$ cat src/rtl/sbqm_pkg.sv
// sbqm_pkg -- shared definitions for the bank queue controller.
//   div_state_t : states of the wait-time divider FSM
//   PCOUNT_W()  : width needed to hold a people count 0..MAX_PEOPLE
//   DIV_W()     : width of the wait-time dividend WAIT_UNIT*(p+t-1)
package sbqm_pkg;

    typedef enum logic [1:0] {
        DIV_IDLE = 2'd0,
        DIV_BUSY = 2'd1,
        DIV_DONE = 2'd2
    } div_state_t;

    function automatic int PCOUNT_W(input int max_people);
        return $clog2(max_people + 1);
    endfunction

    // Largest dividend is WAIT_UNIT*(MAX_PEOPLE + max_tellers - 1).
    // Kept at least 2 bits wide so the quotient shift register always has
    // a distinct MSB and body.
    function automatic int DIV_W(input int max_people, input int teller_w,
                                 input int wait_unit);
        int max_dividend;
        int w;
        max_dividend = wait_unit * (max_people + (1 << teller_w) - 2);
        w = $clog2(max_dividend + 1);
        return (w < 2) ? 2 : w;
    endfunction

endpackage

$ cat src/rtl/sbqm_wait_div.sv
// sbqm_wait_div -- sequential wait-time estimator.
// Computes w_time = floor(WAIT_UNIT*(p_count+t_count-1)/t_count) with a
// restoring divider (one quotient bit per cycle), saturating to WAIT_W bits.
// p_count==0 gives 0, t_count==0 (with people waiting) gives all-ones; both
// skip the division entirely.
// Ports:
//   clk, reset        : clock, synchronous active-high reset
//   p_count [PW-1:0]  : current queue occupancy
//   t_count [TW-1:0]  : open tellers
//   w_time  [WW-1:0]  : latest completed estimate
//   w_valid           : w_time corresponds to the present p_count/t_count
module sbqm_wait_div
    import sbqm_pkg::*;
#(
    parameter int MAX_PEOPLE = 7,
    parameter int TELLER_W   = 2,
    parameter int WAIT_UNIT  = 3,
    parameter int WAIT_W     = 5
) (
    input  logic                             clk,
    input  logic                             reset,
    input  logic [PCOUNT_W(MAX_PEOPLE)-1:0]  p_count,
    input  logic [TELLER_W-1:0]              t_count,
    output logic [WAIT_W-1:0]                w_time,
    output logic                             w_valid
);

    localparam int PW = PCOUNT_W(MAX_PEOPLE);
    localparam int DW = DIV_W(MAX_PEOPLE, TELLER_W, WAIT_UNIT);
    localparam int CW = $clog2(DW + 1);
    localparam int SW = (DW > WAIT_W) ? DW : WAIT_W;

    div_state_t state_reg, state_next;

    logic [PW-1:0]       last_p_reg;
    logic [TELLER_W-1:0] last_t_reg;
    logic [PW-1:0]       op_p_reg;
    logic [TELLER_W-1:0] op_t_reg;
    logic [DW-1:0]       quo_reg;
    logic [TELLER_W-1:0] rem_reg;
    logic [CW-1:0]       cnt_reg;
    logic                pending_reg;
    logic                valid_reg;
    logic [WAIT_W-1:0]   w_time_reg;

    logic                change;
    logic                special;
    logic                start;
    logic                finish;
    logic [DW-1:0]       dividend;
    logic [TELLER_W:0]   rem_shift;
    logic [TELLER_W:0]   divisor_ext;
    logic                rem_ge;
    logic [SW-1:0]       quo_ext;
    logic [SW-1:0]       sat_max;
    logic [WAIT_W-1:0]   result;

    // Operands differ from what was seen last cycle.
    assign change  = (p_count != last_p_reg) || (t_count != last_t_reg);
    assign special = (p_count == '0) || (t_count == '0);
    // Only used when p_count>=1, so p+t-1 cannot underflow.
    assign dividend = DW'(WAIT_UNIT) * (DW'(p_count) + DW'(t_count) - DW'(1));

    assign rem_shift   = {rem_reg, quo_reg[DW-1]};
    assign divisor_ext = {1'b0, op_t_reg};
    assign rem_ge      = (rem_shift >= divisor_ext);

    always_comb begin
        sat_max = '0;
        sat_max[WAIT_W-1:0] = '1;
        quo_ext = SW'(quo_reg);
        if (op_p_reg == '0) begin
            result = '0;
        end else if (op_t_reg == '0) begin
            result = '1;
        end else if (quo_ext > sat_max) begin
            result = '1;
        end else begin
            result = quo_ext[WAIT_W-1:0];
        end
    end

    always_ff @(posedge clk) begin
        if (reset) begin
            state_reg <= DIV_IDLE;
        end else begin
            state_reg <= state_next;
        end
    end

    always_comb begin
        state_next = state_reg;
        start      = 1'b0;
        finish     = 1'b0;
        case (state_reg)
            DIV_IDLE: begin
                if (change) begin
                    start      = 1'b1;
                    state_next = special ? DIV_DONE : DIV_BUSY;
                end
            end
            DIV_BUSY: begin
                if (cnt_reg == CW'(DW - 1)) begin
                    state_next = DIV_DONE;
                end
            end
            DIV_DONE: begin
                // Operands moved while dividing: the quotient is stale, redo it.
                if (pending_reg || change) begin
                    start      = 1'b1;
                    state_next = special ? DIV_DONE : DIV_BUSY;
                end else begin
                    finish     = 1'b1;
                    state_next = DIV_IDLE;
                end
            end
            default: state_next = DIV_IDLE;
        endcase
    end

    always_ff @(posedge clk) begin
        if (reset) begin
            last_p_reg  <= '0;
            // Track t_count through reset so leaving reset does not look
            // like an operand change.
            last_t_reg  <= t_count;
            op_p_reg    <= '0;
            op_t_reg    <= '0;
            quo_reg     <= '0;
            rem_reg     <= '0;
            cnt_reg     <= '0;
            pending_reg <= 1'b0;
            valid_reg   <= 1'b1;
            w_time_reg  <= '0;
        end else begin
            last_p_reg <= p_count;
            last_t_reg <= t_count;
            if (start) begin
                op_p_reg    <= p_count;
                op_t_reg    <= t_count;
                quo_reg     <= special ? '0 : dividend;
                rem_reg     <= '0;
                cnt_reg     <= '0;
                pending_reg <= 1'b0;
                valid_reg   <= 1'b0;
            end else if (state_reg == DIV_BUSY) begin
                quo_reg <= {quo_reg[DW-2:0], rem_ge};
                rem_reg <= rem_ge ? TELLER_W'(rem_shift - divisor_ext)
                                  : TELLER_W'(rem_shift);
                cnt_reg <= cnt_reg + CW'(1);
                if (change) begin
                    pending_reg <= 1'b1;
                end
            end
            if (finish) begin
                w_time_reg <= result;
                valid_reg  <= 1'b1;
            end
        end
    end

    assign w_time = w_time_reg;
    // The cycle an operand changes the held estimate is already stale.
    assign w_valid = valid_reg && !change;

endmodule

$ cat src/rtl/bank_queue_ctrl.sv
// bank_queue_ctrl -- single-queue bank occupancy counter with wait estimate.
// Back sensor a (arrival) and front sensor b (departure) are idle-high and
// asynchronous; each goes through a 2-flop synchroniser and a falling-edge
// detector. Occupancy, empty/full flags and sticky error flags are kept
// here; the wait-time estimate comes from sbqm_wait_div.
// Optional: define SBQM_STATS_EN to add served_cnt/arrived_cnt counters.
// Ports:
//   clk, reset           : clock, synchronous active-high reset
//   a, b                 : arrival / departure sensors (async, idle high)
//   t_count [TELLER_W]   : number of open tellers
//   p_count              : people in queue
//   empty_flag/full_flag : p_count==0 / p_count==MAX_PEOPLE
//   w_time, w_valid      : wait estimate and its validity
//   ovf_err, unf_err     : sticky arrival-while-full / departure-while-empty
//   served_cnt, arrived_cnt [15:0] : (SBQM_STATS_EN only) accepted events
module bank_queue_ctrl
    import sbqm_pkg::*;
#(
    parameter int MAX_PEOPLE = 7,
    parameter int TELLER_W   = 2,
    parameter int WAIT_UNIT  = 3,
    parameter int WAIT_W     = 5
) (
    input  logic                             clk,
    input  logic                             reset,
    input  logic                             a,
    input  logic                             b,
    input  logic [TELLER_W-1:0]              t_count,
    output logic [PCOUNT_W(MAX_PEOPLE)-1:0]  p_count,
    output logic                             empty_flag,
    output logic                             full_flag,
    output logic [WAIT_W-1:0]                w_time,
    output logic                             w_valid,
    output logic                             ovf_err,
`ifdef SBQM_STATS_EN
    output logic [15:0]                      served_cnt,
    output logic [15:0]                      arrived_cnt,
`endif
    output logic                             unf_err
);

    localparam int PW = PCOUNT_W(MAX_PEOPLE);

    logic [1:0]    sens;
    logic [1:0]    fall;
    logic          arr;
    logic          dep;
    logic [PW-1:0] p_reg, p_next;
    logic          empty_reg, full_reg;
    logic          ovf_reg, unf_reg;
    logic          ovf_set, unf_set;

    assign sens = {b, a};

    genvar gi;
    generate
        for (gi = 0; gi < 2; gi++) begin : g_sens
            logic sync1_reg, sync2_reg, prev_reg;
            always_ff @(posedge clk) begin
                if (reset) begin
                    sync1_reg <= 1'b1;
                    sync2_reg <= 1'b1;
                    prev_reg  <= 1'b1;
                end else begin
                    sync1_reg <= sens[gi];
                    sync2_reg <= sync1_reg;
                    prev_reg  <= sync2_reg;
                end
            end
            assign fall[gi] = prev_reg & ~sync2_reg;
        end
    endgenerate

    assign arr = fall[0];
    assign dep = fall[1];

    // Simultaneous arrival and departure always leaves the count unchanged
    // and never raises an error, whatever the occupancy.
    always_comb begin
        p_next  = p_reg;
        ovf_set = 1'b0;
        unf_set = 1'b0;
        case ({arr, dep})
            2'b10: begin
                if (full_reg) ovf_set = 1'b1;
                else          p_next  = p_reg + PW'(1);
            end
            2'b01: begin
                if (empty_reg) unf_set = 1'b1;
                else           p_next  = p_reg - PW'(1);
            end
            default: ;
        endcase
    end

    always_ff @(posedge clk) begin
        if (reset) begin
            p_reg     <= '0;
            empty_reg <= 1'b1;
            full_reg  <= 1'b0;
            ovf_reg   <= 1'b0;
            unf_reg   <= 1'b0;
        end else begin
            p_reg     <= p_next;
            empty_reg <= (p_next == '0);
            full_reg  <= (p_next == PW'(MAX_PEOPLE));
            if (ovf_set) ovf_reg <= 1'b1;
            if (unf_set) unf_reg <= 1'b1;
        end
    end

`ifdef SBQM_STATS_EN
    logic [15:0] served_reg, arrived_reg;
    always_ff @(posedge clk) begin
        if (reset) begin
            served_reg  <= '0;
            arrived_reg <= '0;
        end else begin
            if (arr && (dep || !full_reg))  arrived_reg <= arrived_reg + 16'd1;
            if (dep && (arr || !empty_reg)) served_reg  <= served_reg + 16'd1;
        end
    end
    assign served_cnt  = served_reg;
    assign arrived_cnt = arrived_reg;
`endif

    assign p_count    = p_reg;
    assign empty_flag = empty_reg;
    assign full_flag  = full_reg;
    assign ovf_err    = ovf_reg;
    assign unf_err    = unf_reg;

    sbqm_wait_div #(
        .MAX_PEOPLE (MAX_PEOPLE),
        .TELLER_W   (TELLER_W),
        .WAIT_UNIT  (WAIT_UNIT),
        .WAIT_W     (WAIT_W)
    ) u_wait_div (
        .clk     (clk),
        .reset   (reset),
        .p_count (p_reg),
        .t_count (t_count),
        .w_time  (w_time),
        .w_valid (w_valid)
    );

endmodule

$ cat config.mk
export PLATFORM = sky130hd
export DESIGN_NAME = bank_queue_ctrl
export DESIGN_NICKNAME = d
export VERILOG_FILES = /design/src/rtl/sbqm_pkg.sv /design/src/rtl/sbqm_wait_div.sv /design/src/rtl/bank_queue_ctrl.sv
export SDC_FILE = /design/constraint.sdc
export NUM_CORES = 1
export LEC_CHECK = 0
export BUFFER_PORTS_ARGS = -buffer_cell sky130_fd_sc_hd__buf_2
export CORE_MARGIN = 2
export CORE_UTILIZATION = 61
export CTS_BUF_LIST = sky130_fd_sc_hd__clkbuf_8
export CTS_CLUSTER_DIAMETER = 150
export DETAILED_ROUTE_END_ITERATION = 10
export PLACE_DENSITY = 0.81
export SLEW_MARGIN = 25
export SYNTH_ARGS = -nofsm -noshare
export SYNTH_HDL_FRONTEND = slang
export SYNTH_HIERARCHICAL = 1
export SYNTH_SLANG_ARGS = --single-unit
$ cat constraint.sdc
create_clock -name clk -period 3.37 [get_ports clk]
set_clock_uncertainty 0.2 [all_clocks]
set_input_delay 0.674 -clock clk [delete_from_list [all_inputs] [get_ports clk]]
set_output_delay 0.674 -clock clk [all_outputs]
set_load 0.01 [all_outputs]
==> qor.yml <==
period_minus_slack_ns: 2.99
synth_nets: 263
max_stage_delay_ns: 0.48
syn_inst: 239
fin_nets: 280
io_buffer_count: 18
finalSetupTns_ns: 0
crit_fanout: 5
post-route-util_pct: 70.8
clockRootBuffer: "clkbuf_8"
finalWorstSetupSlack_ns: 0.377
hpwl_um: 2980
grt_setup_unrepaired: "no"
die_width_um: 63.7
antenna_found_initial: 0
cts_resized: 0
hold_path_class: "flip-flop to flip-flop"
synth-seq-cells: 42
synthArstFlopShare_pct: 0
ctsHoldBuffers: 0
cp-startpoint: "t_count[1]"
vias: 1710
die_h_um: 63.7
setup_violations: 0
fp-row-count: 21
postSynthAreaPerCell_um2: 9.11
start_kind: "input pin"
synth_flop_cell: "dfxtp_1"
max-slew-margin-rel_pct: 54.6
cts.clk_slew.worst_paths_ns: 0.08
grt_pass1_wl_um: 7160
arrival_ns: 3.02
gp_congestion: 0.800
status: "completed"
yosysSeqAreaShare_pct: 38.6
slew_viol_final: 0
grt_max_degree: 38
area_growth_syn_to_layout_pct: 10.2
crit_required_ns: 3.40
routed_via_density: 5.64
ys_warn_count: 6
slowest_stage: "fa_1"
post_drt_wl_per_cell_um: 13.9
cts_buffers: 5
cts_setup_buffers: 0
drive_gt1_share_pct: 18.3
synth_edf_count: 0
synth.distinct_cells: 50
ir_worst_vdd_v: 0.000332
initial_core_util_pct: 64.2
cpMostUsedCell: "inv_1"
hold_slack_ns: 0.215
synth.area.top_cells: "dfxtp_1 39%, ha_1 8.6%, a21oi_1 4.4%"
overflow: 0
r2r_start: "p_count[0]"
p_leak_nw: 1.01
cp_cell_sequence: "buf_2 -> inv_1 -> ha_1 -> inv_1 -> ha_1 -> fa_1 -> inv_1 -> fa_1 -> xnor2_1 -> a211oi_1 -> a21oi_1 -> o2bb2ai_1"
drt_iter0_markers: 107
dp_slack_ns: 0.193
max_freq_mhz: 334
cts_sinks: 42
min_from: "g_sens[1].sync1_reg"
cts_tree: "built"
fin_crit_sh_pct: 88.8
maxCapViolCount: 0
yosysTopAreaCellShare_pct: 38.6
crit_type: "input pin to flip-flop"
clk_path_buf_depth: 2
ioPinCount: 19
firstDrtPassIters: 4
cellPowerDensity_nw_per_um2: 432
yosysTopAreaCell: "dfxtp_1"
htreeDepth: 2
clock_latency_ns: 0.30
grt_pass1_vias: 1683
grt_usage_pct: 22.9
drc: 0
antenna_cells: 0
syn-cell-area_um2: 2180
routed_wl_um: 4210
tightest_slew_ns: 0.681
ant_nets: 0
hold_viol: 0
die-area_um2: 4060
core-area_um2: 3390
endpoint_kind: "flip-flop"
-- cell usage after synthesis (2+ instances only) --
cell type,instances
and3_1,2
nor4b_1,2
a31oi_1,2
ha_1,15
o2bb2ai_1,2
dfxtp_1,42
o21ai_0,8
a21oi_1,19
nor3_1,5
or2_2,10
nor3_2,2
nand2b_1,7
a211oi_2,2
xor2_1,4
fa_1,3
a211oi_1,2
nand3_1,4
a22o_1,5
or3_1,2
nor2_1,15
nand2_1,16
a21o_1,2
xnor2_1,6
nand3b_1,2
inv_1,23
clkbuf_1,6
nor2b_1,3
and4bb_1,2
and2_1,2
a221o_1,3
buf_2,2
-- placed cells by master, fill, tap and decap left out, types with 7 or more instances in the layout --
master,n
or2_2,10
ha_1,15
a21oi_1,19
o21ai_0,8
inv_1,24
buf_2,18
nor2_1,15
nand2_1,16
nand2b_1,7
dfxtp_1,42
-- through the flow --
stage / instances / cell area [µm²] / power [W]
after global placement: 295 / 2290 / 0.000647
after detailed placement: 295 / 2290 / 0.000651
after global routing: 303 / 2400 / 0.00108
after CTS: 303 / 2400 / 0.00104
final: 303 / 2400 / 0.00104
after floorplan: 239 / 2180 / 0.000625
-- report_power, final --
part | internal [W] | switching (W)
clock | 0.000218 | 0.000176
sequential | 0.000507 | 0.00000996
combinational | 0.0000502 | 0.0000738
-- final cells by class --
| cell class | count | area [µm²] |
|---|---|---|
| well taps | 46 | 57.6 |
| inverters | 23 | 86.3 |
| repair buffers | 19 | 97.6 |
| clock inverters | 3 | 41.3 |
| flip-flops and latches | 42 | 841 |
| fillers | 279 | 991 |
| multi-input cells | 165 | 1210 |
| clock buffers | 5 | 68.8 |
-- per-layer routing --
layer | part of all wire, % | GRT usage (%) | up-vias
met5 | 0 | 0 | -
met4 | 2.2 | 11.1 | 0
met3 | 3.8 | 7.22 | 9
met2 | 49 | 39.2 | 31
met1 | 45 | 25.7 | 809
li1 | - | - | 861
-- path summary, 6_finish.rpt --
check / endpoint / slack (ns) / cells past startpoint
setup / recovery: u_wait_div/quo_ext[3] / 0.38 / 12
hold / removal: g_sens[1].sync2_reg / 0.21 / 1
setup reg to reg: u_wait_div/quo_ext[3] / 0.53 / 11
hold reg to reg: g_sens[1].sync2_reg / 0.21 / 1
-- worst max-delay path: cells and delay by family --
kind	cells	cell delay, ns
adders and majority gates	4	1.41
AOI/OAI and AO/OA	3	0.50
buffers and inverters	4	0.29
xor gates and xnor gates	1	0.14
-- logic make-up (layout without fill, tap and decap cells) --
family	after synthesis	after routing	synth area share, %
muxes	2	2	1.21
and+or+nand+nor	78	78	20.1
xor gates and xnor gates	10	10	4.02
DFF	42	42	38.6
adders and majority gates	18	18	11.4
AOI/OAI and AO/OA	57	57	18.7
buffers and inverters	32	50	5.98
Power figures use the tool's default switching activity.
